==> src/rtl/uart_tx_arbiter_if.sv <==
// rtl/uart_tx_arbiter_if.sv - producer/transmitter bundle for the round-robin UART TX arbiter
//
// Signals:
//   req         producer -> arbiter   per-requester byte request (level)
//   req_data    producer -> arbiter   byte i on bits [8i+7:8i]
//   gnt         arbiter  -> producer  one-hot grant pulse (byte captured)
//   tx_done     arbiter  -> producer  one-hot completion pulse
//   tx_err      arbiter  -> producer  watchdog abort pulse
//   busy        arbiter  -> producer  frame in flight (grant through DONE)
//   owner       arbiter  -> producer  index of current/last owner
//   uart_dintx  arbiter  -> UART      byte to transmit
//   uart_newd   arbiter  -> UART      start request
//   uart_donetx UART     -> arbiter   transmitter done flag
// Modports: master = producer/transmitter side, slave = arbiter.

interface uart_tx_arbiter_if #(
    parameter int NUM_REQ = 4
);
    logic [NUM_REQ-1:0]         req;
    logic [8*NUM_REQ-1:0]       req_data;
    logic [NUM_REQ-1:0]         gnt;
    logic [NUM_REQ-1:0]         tx_done;
    logic                       tx_err;
    logic                       busy;
    logic [$clog2(NUM_REQ)-1:0] owner;
    logic [7:0]                 uart_dintx;
    logic                       uart_newd;
    logic                       uart_donetx;

    modport master (
        output req, req_data, uart_donetx,
        input  gnt, tx_done, tx_err, busy, owner, uart_dintx, uart_newd
    );

    modport slave (
        input  req, req_data, uart_donetx,
        output gnt, tx_done, tx_err, busy, owner, uart_dintx, uart_newd
    );
endinterface

==> src/rtl/uart_tx_arbiter.sv <==
// rtl/uart_tx_arbiter.sv - round-robin arbiter sharing one UART transmitter among NUM_REQ producers
//
// Ports:
//   clk  system clock, posedge
//   rst  asynchronous active-low reset
//   bus  uart_tx_arbiter_if.slave (req/req_data in, gnt/tx_done/tx_err/busy/owner out,
//        uart_dintx/uart_newd out, uart_donetx in)
// Parameters:
//   NUM_REQ         number of requesters (2..16)
//   TIMEOUT_CYCLES  SEND watchdog limit, only used when UART_ARB_TIMEOUT_EN is defined
// Optional feature: define UART_ARB_TIMEOUT_EN to enable the SEND-state watchdog;
// without it tx_err stays 0 and SEND waits for donetx indefinitely.

module uart_tx_arbiter #(
    parameter int NUM_REQ        = 4,
    parameter int TIMEOUT_CYCLES = 2000000
) (
    input  logic              clk,
    input  logic              rst,
    uart_tx_arbiter_if.slave  bus
);
    localparam int IW = $clog2(NUM_REQ);
    localparam logic [IW-1:0] LAST_IDX = IW'(NUM_REQ - 1);

    typedef enum logic [1:0] {
        S_IDLE,
        S_SEND,
        S_DONE
    } state_t;

    state_t               state;
    logic [IW-1:0]        ptr;
    logic [IW-1:0]        owner_r;
    logic [NUM_REQ-1:0]   gnt_r;
    logic [NUM_REQ-1:0]   done_r;
    logic                 err_r;
    logic                 busy_r;
    logic                 newd_r;
    logic [7:0]           dintx_r;
    logic                 donetx_q;

    logic                 win_found;
    logic [IW-1:0]        win_idx;
    logic [7:0]           win_byte;
    logic                 donetx_rise;
    logic                 timeout_hit;

    // A level-high donetx at SEND entry must not complete the frame, so only
    // a 0->1 transition counts.
    assign donetx_rise = bus.uart_donetx & ~donetx_q;

    // Round-robin search: first pass covers indices at or above ptr, second
    // pass wraps to the indices below it. Loop indices stay constant so the
    // byte select is a plain mux.
    always_comb begin
        win_found = 1'b0;
        win_idx   = '0;
        win_byte  = 8'h00;
        for (int i = 0; i < NUM_REQ; i++) begin
            if (!win_found && bus.req[i] && (IW'(i) >= ptr)) begin
                win_found = 1'b1;
                win_idx   = IW'(i);
                win_byte  = bus.req_data[i*8 +: 8];
            end
        end
        for (int i = 0; i < NUM_REQ; i++) begin
            if (!win_found && bus.req[i] && (IW'(i) < ptr)) begin
                win_found = 1'b1;
                win_idx   = IW'(i);
                win_byte  = bus.req_data[i*8 +: 8];
            end
        end
    end

`ifdef UART_ARB_TIMEOUT_EN
    logic [31:0] wd_cnt;

    // Cleared while idle so it starts from zero on SEND entry; the abort fires
    // on the TIMEOUT_CYCLES-th SEND edge after the grant.
    always_ff @(posedge clk or negedge rst) begin
        if (!rst) begin
            wd_cnt <= '0;
        end else if (state == S_IDLE) begin
            wd_cnt <= '0;
        end else if (state == S_SEND) begin
            wd_cnt <= wd_cnt + 32'd1;
        end
    end

    assign timeout_hit = (wd_cnt == 32'(TIMEOUT_CYCLES - 1));
`else
    logic unused_timeout_cfg;
    assign unused_timeout_cfg = ^TIMEOUT_CYCLES;
    assign timeout_hit        = 1'b0;
`endif

    always_ff @(posedge clk or negedge rst) begin
        if (!rst) begin
            state    <= S_IDLE;
            ptr      <= '0;
            owner_r  <= '0;
            gnt_r    <= '0;
            done_r   <= '0;
            err_r    <= 1'b0;
            busy_r   <= 1'b0;
            newd_r   <= 1'b0;
            dintx_r  <= 8'h00;
            donetx_q <= 1'b0;
        end else begin
            donetx_q <= bus.uart_donetx;
            gnt_r    <= '0;
            done_r   <= '0;
            err_r    <= 1'b0;
            case (state)
                S_IDLE: begin
                    if (win_found) begin
                        owner_r <= win_idx;
                        dintx_r <= win_byte;
                        newd_r  <= 1'b1;
                        busy_r  <= 1'b1;
                        gnt_r   <= NUM_REQ'(1) << win_idx;
                        ptr     <= (win_idx == LAST_IDX) ? '0 : win_idx + 1'b1;
                        state   <= S_SEND;
                    end
                end
                S_SEND: begin
                    if (donetx_rise) begin
                        newd_r <= 1'b0;
                        done_r <= NUM_REQ'(1) << owner_r;
                        state  <= S_DONE;
                    end else if (timeout_hit) begin
                        newd_r <= 1'b0;
                        err_r  <= 1'b1;
                        state  <= S_DONE;
                    end
                end
                S_DONE: begin
                    busy_r <= 1'b0;
                    state  <= S_IDLE;
                end
                default: state <= S_IDLE;
            endcase
        end
    end

    assign bus.gnt        = gnt_r;
    assign bus.tx_done    = done_r;
    assign bus.tx_err     = err_r;
    assign bus.busy       = busy_r;
    assign bus.owner      = owner_r;
    assign bus.uart_dintx = dintx_r;
    assign bus.uart_newd  = newd_r;
endmodule

==> src/flat_wrapper.sv <==
// flat-port wrapper written by rule: the top's interface ports become plain ports
module uart_tx_arbiter_flat 
#(
    parameter int NUM_REQ        = 4,
    parameter int TIMEOUT_CYCLES = 2000000
)
  (clk, rst, bus_req, bus_req_data, bus_uart_donetx, bus_gnt, bus_tx_done, bus_tx_err, bus_busy, bus_owner, bus_uart_dintx, bus_uart_newd);
  uart_tx_arbiter_if #(.NUM_REQ(NUM_REQ)) bus_i ();
  input  logic clk;
  input  logic rst;
  input wire logic [$bits(bus_i.req)-1:0] bus_req;
  input wire logic [$bits(bus_i.req_data)-1:0] bus_req_data;
  input wire logic [$bits(bus_i.uart_donetx)-1:0] bus_uart_donetx;
  output wire logic [$bits(bus_i.gnt)-1:0] bus_gnt;
  output wire logic [$bits(bus_i.tx_done)-1:0] bus_tx_done;
  output wire logic [$bits(bus_i.tx_err)-1:0] bus_tx_err;
  output wire logic [$bits(bus_i.busy)-1:0] bus_busy;
  output wire logic [$bits(bus_i.owner)-1:0] bus_owner;
  output wire logic [$bits(bus_i.uart_dintx)-1:0] bus_uart_dintx;
  output wire logic [$bits(bus_i.uart_newd)-1:0] bus_uart_newd;
  assign bus_i.req = bus_req;
  assign bus_i.req_data = bus_req_data;
  assign bus_i.uart_donetx = bus_uart_donetx;
  assign bus_gnt = bus_i.gnt;
  assign bus_tx_done = bus_i.tx_done;
  assign bus_tx_err = bus_i.tx_err;
  assign bus_busy = bus_i.busy;
  assign bus_owner = bus_i.owner;
  assign bus_uart_dintx = bus_i.uart_dintx;
  assign bus_uart_newd = bus_i.uart_newd;
  uart_tx_arbiter #(.NUM_REQ(NUM_REQ), .TIMEOUT_CYCLES(TIMEOUT_CYCLES)) u_core (.clk(clk), .rst(rst), .bus(bus_i));
endmodule
==> config.mk <==
export PLATFORM = sky130hd
export DESIGN_NAME = uart_tx_arbiter_flat
export DESIGN_NICKNAME = d
export VERILOG_FILES = /design/src/rtl/uart_tx_arbiter_if.sv /design/src/rtl/uart_tx_arbiter.sv /design/src/flat_wrapper.sv
export SDC_FILE = /design/constraint.sdc
export NUM_CORES = 1
export LEC_CHECK = 0
export CAP_MARGIN = 20
export CORE_MARGIN = 4
export CORE_UTILIZATION = 48
export DETAILED_ROUTE_END_ITERATION = 8
export PLACE_DENSITY = 0.95
export SLEW_MARGIN = 5
export SYNTH_ARGS = -nofsm -noshare
export SYNTH_HDL_FRONTEND = slang
export SYNTH_SLANG_ARGS = --single-unit
export TNS_END_PERCENT = 5
==> constraint.sdc <==
create_clock -name clk -period 3.4 [get_ports clk]
set_input_delay 0.68 -clock clk [delete_from_list [all_inputs] [get_ports clk]]
set_output_delay 0.68 -clock clk [all_outputs]
set_load 0.01 [all_outputs]
After elaboration in Yosys (flattened, before gate mapping)
Cells that the tools add are included.

storage, ports and cells
  register bits = 25
  input bits = 39
  output and inout bits = 21
  logic and storage cells = 91

cells by class
  $add $sub $neg = 1
  magnitude comparators = 8
  equal/unequal tests = 5
  shift operators = 2
  multiplexer cells = 35
  bitwise logic cells = 2
  reduce and logical (&&, ||, !) cells = 29

operators by type and width
  kind                                                              number
  two-way mux 8 bit                                                 8
  two-way mux 2 bit                                                 9
  two-way mux 4 bit                                                 4
  logical AND 1 bit                                                 15
  two-way mux 1 bit                                                 11
  left shift 1 x 2 -> 4 bit, first input constant                   2
  zero test 1 bit                                                   7
  AND reduction 2 bit                                               3
  == test 2 bit, second input constant                              2
  greater-or-equal comparator 1 x 2 -> 1 bit, first input constant  2
  greater-or-equal comparator 2 bit, first input constant           2
  less-than comparator 1 x 2 -> 1 bit, first input constant         2
  less-than comparator 2 bit, first input constant                  2
  inequality test 2 x 1 -> 1 bit, second input constant             2
  case mux 1 bit (2 select lines)                                   2
  case mux 2 bit (2 select lines)                                   1
  nonzero test 2 bit                                                2
  AND reduction 3 bit                                               1
  adder 2 x 1 -> 2 bit, second input constant                       1
  == test 2 x 1 -> 1 bit, second input constant                     1
  zero test 2 bit                                                   1
  AND 1 bit                                                         1
  NOT 1 bit                                                         1

Depth between registers and ports, before layout
  depth in word-level cells = 34
  mapped depth = 9
  mapped depth without buffers = 7

Worst setup path after synthesis
Ideal clock, no wire load.

  path kind = in2reg
  from = input port bus_req[0]
  to = register u_core.ptr[1]
  setup time = 0.125 ns
  arrival = 2.124 ns
  data required time = 3.275 ns
  slack = 1.152 ns
  cell stages on the path = 7
  path buffers = 1
  path through = nor2b_1 -> clkbuf_1 -> a211o_1 -> a21oi_1 -> inv_1 -> ha_1 -> mux2_2

between the ends
  word-level cells in the longest chain between the ends = 32
  elaborated cells between the ends (all ways) = 41
  those cells by class = add/sub (1); eq/ne (1); mux (16); reduce/logical (23)

ends and longest elaborated chain
  item                                                          RTL line                text
  start: declaration                                            flat_wrapper.sv:11      input wire logic [$bits(bus_i.req)-1:0] bus_req;
  logical AND 1 bit                                             uart_tx_arbiter.sv:60   if (!win_found && bus.req[i] && (IW'(i) >= ptr)) begin
  two-way mux 1 bit                                             uart_tx_arbiter.sv:60
  zero test 1 bit                                               uart_tx_arbiter.sv:60
  logical AND 1 bit (2 in a row)                                uart_tx_arbiter.sv:60
  two-way mux 1 bit                                             uart_tx_arbiter.sv:60
  zero test 1 bit                                               uart_tx_arbiter.sv:60
  logical AND 1 bit (2 in a row)                                uart_tx_arbiter.sv:60
  two-way mux 1 bit                                             uart_tx_arbiter.sv:60
  (+13 left out)                                                --
  logical AND 1 bit (2 in a row)                                uart_tx_arbiter.sv:67   if (!win_found && bus.req[i] && (IW'(i) < ptr)) begin
  two-way mux 1 bit                                             uart_tx_arbiter.sv:67
  zero test 1 bit                                               uart_tx_arbiter.sv:67
  logical AND 1 bit (2 in a row)                                uart_tx_arbiter.sv:67
  two-way mux 2 bit *                                           uart_tx_arbiter.sv:67
  named net u_core.win_idx[0]                                   uart_tx_arbiter.sv:43   logic [IW-1:0] win_idx;
  adder 2 x 1 -> 2 bit / == test 2 bit (equally long branches)  uart_tx_arbiter.sv:122  ptr <= (win_idx == LAST_IDX) ? '0 : win_idx + 1'b1;
  two-way mux 2 bit *                                           uart_tx_arbiter.sv:122
  end signal: assignment                                        uart_tx_arbiter.sv:122
  end: declaration                                              uart_tx_arbiter.sv:32   logic [IW-1:0] ptr;

The timed path passes the listed nets; every way through them passes the cells marked *.
A chain may end at the register's enable or synchronous reset.

Final worst setup path
Ends and elaborated chain as after synthesis.

==> impl_metrics.toml <==
[clock_tree]
ctsResizeCount = 0
clock_latency_ps = 350
cts_tree = "done"
cts_root_buf = "clkbuf_4"
cts_num_sinks = 25
hold_buffers = 0
cts_buffer_depth = 2
path_clk_slew_ps = 150
cts_max_level = 1
numCtsBuffers = 3
cts_setup_buffers = 0

[synth]
synth_cell_types = 35
synth.avg_cell_area_um2 = 8.866
synth_area_um2 = 1649
synth_top_area_share_pct = 37.94
synth_top_flop_cell = "dfrtp_1"
synth_edf_count = 0
synthTopCellsByArea = "dfrtp_1 (38%), a21oi_1 (6.4%), a221oi_1 (5.3%)"
synth.net_count = 229
syn_inst = 186
async_reset_ff_share_pct = 100.0
yosys.area.top_type = "dfrtp_1"
ys_seq_elements = 25
ys.warnings.count = 0
ys_seq_area_share_pct = 37.94

[floorplanning]
dieHeight_um = 66.62
rows = 21
dieArea_um2 = 4438
io_pins = 60
core_um2 = 3337
initial_core_util_pct = 49.42
die_w_um = 66.62

[sta]
finalSetupViolCount = 0
tns_ps = 0
final-hold-violation-count = 0
grt_setup_unrepaired = "false"
worst_pin_slew_ps = 591.6
finalClockSkew_ps = 8.504
period_needed_ps = 2582
max_freq_ghz = 0.3874
relSlewSlack_pct = 60.48
slew_violations = 0
fin_crit_sh_pct = 75.93

[pwr]
internal_power_uw = 885.2
p_per_area_nw_per_um2 = 661.5
peakVddDrop_uv = 274.4
p_clk_share_pct = 9.9
power_leakage_nw = 0.9521
p_switching_uw = 612.8
swShare_pct = 40.91
pwr-share-seq_pct = 34.0
power_frac_comb_pct = 56.1

[final_layout]
filler_cell_count = 281
final_core_util_pct = 67.87
final_cell_mix = "clkdlybuf4s50_1 (58), dfrtp_1 (25), a21oi_1 (21)"
fin_nets = 283
area_delta_synth_final_pct = 37.33
final_common_cell = "clkdlybuf4s50_1"
insertedDiodeCount = 0
drive_gt1_share_pct = 7.113

[routing]
vias_per_cell = 5.811
first_pass_iters = 5
drt-initial-drc-count = 132
drc_errors = 0
wl_mm = 4.345
num_vias = 1656
wl_per_cell_um = 15.25
antenna_left = 0

[global_routing]
grt_pass1_vias = 1545
overflow = 0
grt_first_pass_wirelength_mm = 7.307
track_usage_pct = 21.45
grt_max_degree = 26
antenna_found_initial = 0

[critical_path]
cpMaxStageDelayCell = "clkdlybuf4s50_1"
cp_data_required_time_ps = 3660
crit_type = "input pin to flip-flop"
worstPathCellList = "clkdlybuf4s50_1, nor2b_1, a211o_1, a21oi_1, inv_1, ha_1, mux2_2"
critPathMaxStageDelay_ps = 530
crit_path_start_kind = "input pin"
worstPathMaxFanout = 9
endpoint_kind = "flip-flop"
crit_buf_inv = 2
critical_path.top_delay_family = "buffers and inverters"
arrival_ps = 2840

[placement]
io_buffer_count = 58
place.gp.congestion = 0.8720
hpwl_mm = 3.239

[job]
drv_cap = 0

[hold_path]
hold_path_class = "flip-flop to flip-flop"

[status]
outcome = "completed"
[flip-flops by register name (all words and copies together), names as in the netlist]
name                   flops
u_core.bus.busy            1
u_core.bus.gnt             4
u_core.bus.owner           2
u_core.bus.tx_done         4
u_core.bus.uart_dintx      8
u_core.bus.uart_newd       1
u_core.donetx_q            1
u_core.ptr                 2
u_core.state               2
[final timing paths]
check,end,cells after the start,startpoint,slack (ps)
worst max-delay path,u_core.ptr[1]$_DFFE_PN0P_,7,bus_req[0],820
worst min-delay path,u_core.bus.uart_newd$_DFFE_PN0P_,1,u_core.bus.uart_newd$_DFFE_PN0P_,490
worst max register to register,u_core.ptr[1]$_DFFE_PN0P_,6,u_core.ptr[0]$_DFFE_PN0P_,1240
worst min register to register,u_core.bus.uart_newd$_DFFE_PN0P_,1,u_core.bus.uart_newd$_DFFE_PN0P_,490
max in group asynchronous,u_core.bus.owner[1]$_DFFE_PN0P_,2,rst,2490
min in group asynchronous,u_core.ptr[0]$_DFFE_PN0P_,2,rst,670
[kinds of logic after synthesis]
logic type / Yosys count / share of synthesized area (%)
flip-flops: 25 / 37.94
other: 1 / 0.2274
adder cells (fa/ha/maj): 4 / 3.035
buffers and inverters: 21 / 6.828
AO/OA/AOI/OAI: 59 / 25.42
AND/OR/NAND/NOR: 73 / 24.51
multiplexers: 3 / 2.048
[stage by stage]
stage                     instances  setup WS [ps]  cell area, um2  total power [mW]  hold slack [ps]
after floorplan                 186           1152            1649             1.029            384.4
after global placement          281          575.5            2235             1.328            462.2
after detailed placement        281          459.5            2235             1.351            465.1
after CTS                       285          833.2            2265             1.497            497.0
after global routing            285          754.1            2265             1.621            533.9
final                           285          818.5            2265             1.498            492.3
[cells in the mapped netlist, types with 2 or more instances]
library cell	count
nand4_1	2
nand2b_1	4
o31ai_2	2
and2_1	4
nand2_1	12
nor2_1	16
nand3_1	9
buf_6	3
nor2b_1	2
mux2_2	3
buf_1	2
nor3b_1	10
buf_4	2
dfrtp_1	25
inv_1	8
buf_2	3
clkbuf_1	3
o31ai_1	6
a221oi_1	10
ha_1	4
a21oi_1	21
a21o_1	8
and2_4	2
nand3b_1	8
o22ai_1	7
[final cells by class]
| class | count | area, um2 | share of cell area (%) |
|---|---|---|---|
| Clock inverter | 1 | 7.507 | 0.3315 |
| Clock buffer | 3 | 22.52 | 0.9945 |
| Sequential cell | 25 | 625.6 | 27.62 |
| Timing Repair Buffer | 62 | 610.6 | 26.96 |
| Multi-Input combinational cell | 140 | 910.9 | 40.22 |
| Tap cell | 46 | 57.56 | 2.541 |
| Inverter | 8 | 30.03 | 1.326 |
[metal layers]
metal	share of wire, %	up-vias	global-route usage, %
li1	-	779	-
met1	42	774	28.71
met2	47	96	34.41
met3	8.6	7	3.204
met4	2.0	0	8.883
met5	0	-	0
[power groups by stage]
stage / registers (mW) / logic (mW) / clock network, mW
after floorplan: 0.524 / 0.505 / 0
after global placement: 0.513 / 0.815 / 0
after detailed placement: 0.518 / 0.833 / 0
after CTS: 0.509 / 0.839 / 0.148
after global routing: 0.531 / 0.929 / 0.160
final: 0.510 / 0.840 / 0.148
(Power assumes the default switching activity.)
